<file path="src/rtl/wm_cfg_pkg.sv">
// Shared constants for the codec-style configuration responder: register
// indices, power-on register defaults, FSM state encoding and bus address byte.
package wm_cfg_pkg;

  localparam logic [6:0] REG_LHP    = 7'd2;
  localparam logic [6:0] REG_RHP    = 7'd3;
  localparam logic [6:0] REG_ACTIVE = 7'd9;
  localparam logic [6:0] REG_RESET  = 7'd15;

  localparam logic [7:0] ADDR_BYTE_WR = 8'h34;

  // Indices beyond the implemented register count read as zero.
  localparam logic [8:0] REG_DEFAULTS [16] = '{
    9'h097, 9'h097, 9'h079, 9'h079, 9'h00A, 9'h008, 9'h09F, 9'h00A,
    9'h000, 9'h000, 9'h000, 9'h000, 9'h000, 9'h000, 9'h000, 9'h000
  };

  typedef enum logic [2:0] {
    IDLE, ADDR, ACK_A, HI, ACK_H, LO, ACK_L, IGNORE
  } i2c_state_e;

endpackage

</file>
<file path="src/rtl/i2c_line_cond.sv">
// Conditions one asynchronous I2C line: 2-flop synchronizer, optional glitch
// filter (enabled by I2C_GLITCH_FILTER_EN) and rise/fall detection.
module i2c_line_cond #(
  parameter int unsigned FILT_LEN = 3
) (
  input  logic CLOCK,
  input  logic RESET,
  input  logic line_async,
  output logic level,
  output logic rise,
  output logic fall
);

  logic sync_p0, sync_p1;
  logic level_q, prev_q;

  // Idle bus level is high, so flops reset to 1 to avoid a false edge.
  always_ff @(posedge CLOCK) begin
    if (RESET) begin
      sync_p0 <= 1'b1;
      sync_p1 <= 1'b1;
    end else begin
      sync_p0 <= line_async;
      sync_p1 <= sync_p0;
    end
  end

`ifdef I2C_GLITCH_FILTER_EN
  localparam int unsigned CNT_W = (FILT_LEN > 1) ? $clog2(FILT_LEN) : 1;
  logic [CNT_W-1:0] cnt_q;

  // Output follows only after FILT_LEN consecutive differing samples.
  always_ff @(posedge CLOCK) begin
    if (RESET) begin
      level_q <= 1'b1;
      cnt_q   <= '0;
    end else if (sync_p1 == level_q) begin
      cnt_q <= '0;
    end else if (cnt_q == CNT_W'(FILT_LEN - 1)) begin
      level_q <= sync_p1;
      cnt_q   <= '0;
    end else begin
      cnt_q <= cnt_q + 1'b1;
    end
  end
`else
  logic unused_filt;
  assign unused_filt = ^FILT_LEN;
  assign level_q     = sync_p1;
`endif

  always_ff @(posedge CLOCK) begin
    if (RESET) prev_q <= 1'b1;
    else       prev_q <= level_q;
  end

  assign level = level_q;
  assign rise  = level_q & ~prev_q;
  assign fall  = ~level_q & prev_q;

endmodule

</file>
<file path="src/rtl/wm_cfg_i2c_responder.sv">
// Write-only I2C target modelling the codec control port; 24-bit frames update
// a codec-style register file. Optional input glitch filter: I2C_GLITCH_FILTER_EN.
module wm_cfg_i2c_responder
  import wm_cfg_pkg::*;
#(
  parameter logic [6:0]  DEV_ADDR = ADDR_BYTE_WR[7:1],
  parameter int unsigned NUM_REGS = 10,
  parameter int unsigned FILT_LEN = 3
) (
  input  logic       CLOCK,
  input  logic       RESET,
  input  logic       I2C_SCLK,
  input  logic       I2C_SDAT_IN,
  output logic       I2C_SDAT_OE,
  output logic       WR_STB,
  output logic [6:0] WR_ADDR,
  output logic [8:0] WR_DATA,
  input  logic [3:0] RD_ADDR,
  output logic [8:0] RD_DATA,
  output logic [6:0] HP_VOL_L,
  output logic [6:0] HP_VOL_R,
  output logic       ACTIVE,
  output logic [7:0] NACK_CNT
);

  function automatic logic [7:0] sat_inc(input logic [7:0] v);
    return (v == 8'hFF) ? v : v + 8'd1;
  endfunction

  logic scl, scl_rise, scl_fall;
  logic sda, sda_rise, sda_fall;

  i2c_line_cond #(.FILT_LEN(FILT_LEN)) u_scl_cond (
    .CLOCK(CLOCK), .RESET(RESET), .line_async(I2C_SCLK),
    .level(scl), .rise(scl_rise), .fall(scl_fall)
  );

  i2c_line_cond #(.FILT_LEN(FILT_LEN)) u_sda_cond (
    .CLOCK(CLOCK), .RESET(RESET), .line_async(I2C_SDAT_IN),
    .level(sda), .rise(sda_rise), .fall(sda_fall)
  );

  logic start_det, stop_det;
  assign start_det = sda_fall & scl;
  assign stop_det  = sda_rise & scl;

  i2c_state_e  state_q;
  logic [2:0]  bit_cnt_q;
  logic        ack_on_q;
  logic        count_extra_q;
  logic        commit_q;
  logic [7:0]  shift_q;
  logic [7:0]  hi_q;
  logic [8:0]  regs [NUM_REGS];
  logic [7:0]  byte_next;

  assign byte_next = {shift_q[6:0], sda};

  always_ff @(posedge CLOCK) begin
    if (RESET) begin
      state_q       <= IDLE;
      bit_cnt_q     <= 3'd0;
      ack_on_q      <= 1'b0;
      count_extra_q <= 1'b0;
      commit_q      <= 1'b0;
      I2C_SDAT_OE   <= 1'b0;
      WR_STB        <= 1'b0;
      WR_ADDR       <= 7'd0;
      WR_DATA       <= 9'd0;
      NACK_CNT      <= 8'd0;
      for (int i = 0; i < NUM_REGS; i++) regs[i] <= REG_DEFAULTS[i];
    end else begin
      WR_STB   <= 1'b0;
      commit_q <= 1'b0;

      // Commit stage: one cycle after the last data bit was sampled.
      if (commit_q) begin
        WR_STB  <= 1'b1;
        WR_ADDR <= hi_q[7:1];
        WR_DATA <= {hi_q[0], shift_q};
        if (hi_q[7:1] == REG_RESET) begin
          for (int i = 0; i < NUM_REGS; i++) regs[i] <= REG_DEFAULTS[i];
        end else begin
          for (int i = 0; i < NUM_REGS; i++)
            if (hi_q[7:1] == 7'(i)) regs[i] <= {hi_q[0], shift_q};
        end
      end

      if (stop_det) begin
        state_q     <= IDLE;
        I2C_SDAT_OE <= 1'b0;
        ack_on_q    <= 1'b0;
      end else if (start_det) begin
        state_q       <= ADDR;
        bit_cnt_q     <= 3'd0;
        I2C_SDAT_OE   <= 1'b0;
        ack_on_q      <= 1'b0;
        count_extra_q <= 1'b0;
      end else begin
        case (state_q)
          IDLE: ;
          ADDR, HI, LO: begin
            if (scl_rise) begin
              shift_q   <= byte_next;
              bit_cnt_q <= bit_cnt_q + 3'd1;
              if (bit_cnt_q == 3'd7) begin
                if (state_q == ADDR) begin
                  if (byte_next == {DEV_ADDR, 1'b0}) begin
                    state_q <= ACK_A;
                  end else begin
                    NACK_CNT      <= sat_inc(NACK_CNT);
                    count_extra_q <= 1'b0;
                    state_q       <= IGNORE;
                  end
                end else if (state_q == HI) begin
                  hi_q    <= byte_next;
                  state_q <= ACK_H;
                end else begin
                  commit_q <= 1'b1;
                  state_q  <= ACK_L;
                end
              end
            end
          end
          ACK_A, ACK_H, ACK_L: begin
            if (scl_fall) begin
              if (!ack_on_q) begin
                I2C_SDAT_OE <= 1'b1;
                ack_on_q    <= 1'b1;
              end else begin
                I2C_SDAT_OE <= 1'b0;
                ack_on_q    <= 1'b0;
                bit_cnt_q   <= 3'd0;
                if (state_q == ACK_A)      state_q <= HI;
                else if (state_q == ACK_H) state_q <= LO;
                else begin
                  state_q       <= IGNORE;
                  count_extra_q <= 1'b1;
                end
              end
            end
          end
          IGNORE: begin
            // ack_on_q marks the 9th (ACK) clock of an extra byte, which is skipped.
            if (scl_rise && count_extra_q) begin
              if (ack_on_q) begin
                ack_on_q <= 1'b0;
              end else begin
                bit_cnt_q <= bit_cnt_q + 3'd1;
                if (bit_cnt_q == 3'd7) begin
                  NACK_CNT <= sat_inc(NACK_CNT);
                  ack_on_q <= 1'b1;
                end
              end
            end
          end
          default: state_q <= IDLE;
        endcase
      end
    end
  end

  always_comb begin
    RD_DATA = 9'd0;
    for (int i = 0; i < NUM_REGS; i++)
      if (RD_ADDR == 4'(i)) RD_DATA = regs[i];
  end

  assign HP_VOL_L = regs[REG_LHP][6:0];
  assign HP_VOL_R = regs[REG_RHP][6:0];
  assign ACTIVE   = regs[REG_ACTIVE][0];

endmodule
</file>
<file path="config.mk">
export PLATFORM = sky130hd
export DESIGN_NAME = wm_cfg_i2c_responder
export DESIGN_NICKNAME = d
export VERILOG_FILES = /design/src/rtl/wm_cfg_pkg.sv /design/src/rtl/i2c_line_cond.sv /design/src/rtl/wm_cfg_i2c_responder.sv
export SDC_FILE = /design/constraint.sdc
export NUM_CORES = 1
export LEC_CHECK = 0
export CAP_MARGIN = 20
export CORE_ASPECT_RATIO = 0.75
export CORE_MARGIN = 2
export CORE_UTILIZATION = 58
export DETAILED_ROUTE_END_ITERATION = 12
export PLACE_DENSITY = 0.84
export SYNTH_ARGS = -nofsm -noshare
export SYNTH_HDL_FRONTEND = slang
export SYNTH_SLANG_ARGS = --single-unit
</file>
<file path="constraint.sdc">
create_clock -name CLOCK -period 2.75 [get_ports CLOCK]
set_input_delay 0.4125 -clock CLOCK [delete_from_list [all_inputs] [get_ports CLOCK]]
set_output_delay 0.4125 -clock CLOCK [all_outputs]
set_load 0.01 [all_outputs]
</file>
# After elaboration in Yosys (flattened, before gate mapping)
# Memory sizes are Yosys's and may differ from the RTL's.
# Index checks and enable logic that the tools add are counted.
# W data, S select, Z words.
totals:
  regBits: 57
  ramBits: 90
  inputBits: 8
  out_inout_bits: 50
  wordCells: 260
  mem_count: 1
classes:
  add_sub_neg: 2
  n_eq_ne: 48
  mux: 131
  bitwise_logic: 37
  n_reduce_logical: 22
mem_list:
  columns: ["name", "words", "width", "rd", "rd_clocked_by_memory_dff", "wr", "line_no", "text"]
  rows:
  - ["regs", 10, 9, 10, 0, 10, "wm_cfg_i2c_responder.sv:54", "logic [8:0] regs [NUM_REGS];"]
op_table:
  columns: ["cell", "n"]
  rows:
  - ["$mux W9", 30]
  - ["$mux W1", 73]
  - ["$mux W8", 8]
  - ["$mux W3", 13]
  - ["$ne A3 B3 Y1 const B", 10]
  - ["$eq A7 B3 Y1 const B", 4]
  - ["$eq A7 B4 Y1 const B", 3]
  - ["$or A1 B1 Y1", 20]
  - ["$reduce_and A10 Y1", 2]
  - ["$ne A2 B2 Y1 const B", 9]
  - ["$eq A4 B3 Y1 const B", 4]
  - ["$pmux W8 S2", 1]
  - ["$eq A3 B3 Y1 const B", 5]
  - ["$reduce_and A5 Y1", 3]
  - ["$eq A7 B2 Y1 const B", 2]
  - ["$not A1 Y1", 11]
  - ["$pmux W3 S3", 1]
  - ["$reduce_or A3 Y1", 3]
  - ["$add A8 B1 Y8 const B", 1]
  - ["$eq A4 B2 Y1 const B", 2]
  - ["$eq A4 B4 Y1 const B", 2]
  - ["$eq A8 B6 Y1 const B", 1]
  - ["$eq A8 B8 Y1 const B", 1]
  - ["$reduce_and A8 Y1", 1]
  - ["20 further kinds", 30]

# Longest topological paths before layout
depth:
  word_depth: 11
  ltp_mapped: 8
  depth_no_buf: 7

# By module
# A second synthesis with hierarchy kept.
hier_totals:
  cells_unflattened: 529
  area_unflattened_um2: 6631.4
by_module_without_submodules:
  columns: ["module", "instances", "cells_per_inst", "area_per_inst_um2"]
  rows:
  - ["wm_cfg_i2c_responder", 1, 513, 6446.2]
  - ["i2c_line_cond", 2, 8, 92.6]

# Worst setup path after synthesis
# OpenSTA, ideal clock, no wires.
synth_path:
  path_type: "register -> register"
  startpoint: "reg hi_q[5]"
  endpoint: "mem regs[0][0] (enable)"
  arrival_ns: 1.928
  t_required_ns: 2.363
  slack_ns: 0.434
  path_stages_with_launch: 5
  n_path_buf: 1
  cell_sequence: "edfxtp_1 -> nor3_2 -> or3b_1 -> clkbuf_1 -> o21ai_0"
synth_rtl:
  columns: ["element", "line_no", "text"]
  rows:
  - ["start, declared", "wm_cfg_i2c_responder.sv:53", "logic [7:0] hi_q;"]
  - ["start signal, assigned", "wm_cfg_i2c_responder.sv:116", "hi_q <= byte_next;"]
  - ["end, declared", "wm_cfg_i2c_responder.sv:54", null]

# Final worst setup path
layout_path:
  startpoint: "in RD_ADDR[1]"
  endpoint: "out RD_DATA[7]"
layout_between:
  elab_chain_len: 11
  elab_cells_between_ends: 20
  cone_classes: "eq/ne (9); mux (10); reduce/logical (1)"
layout_rtl:
  columns: ["element", "line_no", "text"]
  rows:
  - ["start, declared", "wm_cfg_i2c_responder.sv:18", "input logic [3:0] RD_ADDR,"]
  - ["$logic_not A4 Y1", "wm_cfg_i2c_responder.sv:166", "if (RD_ADDR == 4'(i)) RD_DATA = regs[i];"]
  - ["$mux W9 (9 in a row)", "wm_cfg_i2c_responder.sv:166", null]
  - ["$mux W9 (*)", "wm_cfg_i2c_responder.sv:166", null]
  - ["end, declared", "wm_cfg_i2c_responder.sv:19", "output logic [8:0] RD_DATA,"]
# Mark *: on every way between the ends. The rest lies on a longest branch, timed or not.

==> metrics.txt <==
FFs w/ async S/R, synth=0%; IO buf count=57; Hold Buf Count CTS=0; Pwr Density=between 500 and 600 mW/mm2; Hold Vio Cnt, Final=0; Layout Nets=658; die span in y=98.4 um; Worst EP arrival=2.29 ns; vias in the first global route=slightly below 5,000; beginning of the critical path=RD_ADDR[1]; Die X-Extent=130 um; yosys warns=0; Startpoint Class=primary input; dpl hpwl=11,000 um; Mapped Avg Cell Area=approximately 12 um2; DRC=0; Leak=2.97 nW; Yosys top cell area share=46.2%; post-synthesis sequential element count=147; Post-synth EDFFs=106; Max Cap Viol=0; final worst-path cycle share=a little over nine tenths; Mapped Area=0.00689 mm2; Unique masters post-synth=63; Critical R2R Launch=hi_q[2]; die area=0.0128 mm2; TritonCTS Buffers=17; sequential fraction of the synthesis area=58.1%; status=finished clean; IO Count=58; Slew Viols, Final=0; CP required=2.34 ns; R2R Path End=regs[0][15]; Worst-path clk slew=0.06 ns; endpoints failing setup=0; Root Driver=clkbuf_16; vias=between 4,000 and 5,000; clock sinks=approximately 150; CORE AREA=0.0116 mm2; gr ovfl total=0; Yosys top cell by area=edfxtp_1; largest net degree at the start of global routing=23; Final Skew=0.00998 ns; Via density=6.08; setup TNS=0 ns; initial DRC count=747; crit path to=RD_DATA[7]; Area Growth Syn to Fin=20.5%; most frequent cells in the layout=106 x edfxtp_1, 56 x and2_1, 50 x clkdlybuf4s50_1, 47 x nor2_1, 42 x buf_4; Std-Cell Rows=34; slew margin rel.=57.3%; H-tree Lvls=4; Routed Antenna Nets=0; layout cells sized above 1=16.8%; min-delay worst type=reg2reg; wire length per cell=20.1 um; worst reg2reg setup slack=0.41 ns; CTS tree=done; first-pass GRT wire length=about 26,000 um; routability cong.=0.917; Synth Net Count=a little under 600; worst slew pin tran=about 0.64 ns; router iterations before antenna repair=8; Clk Latency, worst-skew pair=between 0.4 and 0.5 ns; R2R cell count=5; Max Fclk=around 0.37 GHz; hold slack=0.412 ns; Worst VDD drop=approximately 540 uV; WS Path Type=in2out; initial antenna violation count=0; most common cell after layout, fill and taps aside=edfxtp_1; CP max FO=6; starting density of the core=59.4%; top_reg_cell synth=edfxtp_1; crit path time final=about 2.7 ns; crit path capture type=primary output; number of diodes=0; top cells by area, synth=edfxtp_1 46%, dfxtp_1 12%, mux2i_1 6.4%; CTS Buffer Depth=2; GRT Overall Usage=27.0%; Syn Inst Count=583; Post-Route WL=16,500 um
==> power breakdown <==
group          switching, mW  internal (mW)
Sequential            0.0228           2.40
Clock                  0.875           1.33
Combinational          0.155          0.131
Total                   1.05           3.86
==> synthesized netlist by cell type, drive strengths merged, types with 2 or more instances <==
master / instances
edfxtp: 106
and2: 57
nor2: 48
mux2i: 44
dfxtp: 41
or3: 35
o21ai: 33
clkbuf: 29
buf: 27
nand2: 22
a21oi: 14
a21o: 9
nand2b: 9
inv: 8
a222oi: 7
or2: 7
nand3: 6
o21a: 6
o32a: 6
or4: 6
nor2b: 5
nor3: 5
o31ai: 5
and3: 4
mux4: 4
o22ai: 4
ha: 3
nand3b: 3
nand4: 3
nor3b: 3
a311oi: 2
a31oi: 2
mux2: 2
nor4: 2
nor4b: 2
==> repair_timing <==
action / in CTS / in global routing
cloned: 0 / 0
gates resized for setup: 5 / 16
buffers inserted: 0 / 5
endpoints found under the setup margin: 9 / 7
pin swaps: 0 / 5
==> layout make-up <==
cell class,instances,area (um2)
Timing Repair Buffer,101,925
Tap cell,162,203
Clock inverter,7,40.0
Multi-Input combinational cell,371,2570
Fill cell,766,3310
Sequential cell,147,4000
Clock buffer,25,529
Inverter,9,33.8
==> critical path, stage by stage <==
cell and delay (ns):
dlygate4sd2_1 0.31, buf_4 0.21, nor3b_1 0.22, a31oi_1 0.07
o21ai_1 0.15, o21ai_0 0.16, o21ai_1 0.19, clkdlybuf4s50_1 0.56
==> cell families after synthesis <==
group	after synthesis	share of synthesized area, %
and+or+nand+nor	224	18.8
DFF	147	58.1
AOI/OAI and AO/OA	93	9.22
buffers and inverters	65	5.06
muxes	50	8.13
adders and majority gates	3	0.545
xor gates and xnor gates	1	0.127
==> metal layers <==
| metal | part of all wire (%) | global-route usage (%) | up-vias |
|---|---|---|---|
| li1 | - | - | 2256 |
| met1 | 42 | 38.2 | 2399 |
| met2 | 45 | 40.0 | 302 |
| met3 | 11 | 6.79 | 39 |
| met4 | 2.5 | 11.5 | 0 |
| met5 | 0 | 0 | - |
==> metrics by stage <==
| step | area (um2) | power [mW] | std cells | utilization [%] | setup slack (ns) |
|---|---|---|---|---|---|
| 3_3_place_gp | 7640 | 2.72 | 785 | 65.8 | -0.259 |
| 2_1_floorplan | 6890 | 2.62 | 583 | - | 0.434 |
| 6_report | 8310 | 4.91 | 822 | 71.5 | 0.0482 |
| 5_1_grt | 8310 | 5.05 | 822 | 71.5 | -0.00332 |
| 4_1_cts | 8210 | 4.90 | 817 | 70.7 | 0.0136 |
| 3_5_place_dp | 7640 | 2.73 | 785 | 65.8 | -0.270 |
==> sequential cells by signal, summed over array words and instances, names as in the netlist <==
name / flops
WR_DATA: 9
u_sda_cond.prev_q: 1
WR_STB: 1
u_sda_cond.sync_p0: 1
commit_q: 1
bit_cnt_q: 3
shift_q: 8
u_scl_cond.prev_q: 1
NACK_CNT: 8
WR_ADDR: 7
state_q: 3
u_scl_cond.sync_p0: 1
u_sda_cond.level: 1
hi_q: 8
ack_on_q: 1
count_extra_q: 1
u_scl_cond.level: 1
I2C_SDAT_OE: 1
regs: 90
==> worst min-delay path by stage <==
stage | slack, ns | cells past startpoint | from | to
finish | 0.41 | 1 | u_scl_cond.sync_p0 | u_scl_cond.level
global placement | 0.39 | 1 | u_scl_cond.sync_p0 | u_scl_cond.level
global route | 0.43 | 1 | u_scl_cond.sync_p0 | u_scl_cond.level
floorplan | 0.39 | 1 | u_scl_cond.sync_p0 | u_scl_cond.level
CTS | 0.42 | 1 | u_scl_cond.sync_p0 | u_scl_cond.level
detailed placement | 0.40 | 1 | u_scl_cond.sync_p0 | u_scl_cond.level
Power figures use the tool's default switching activity.
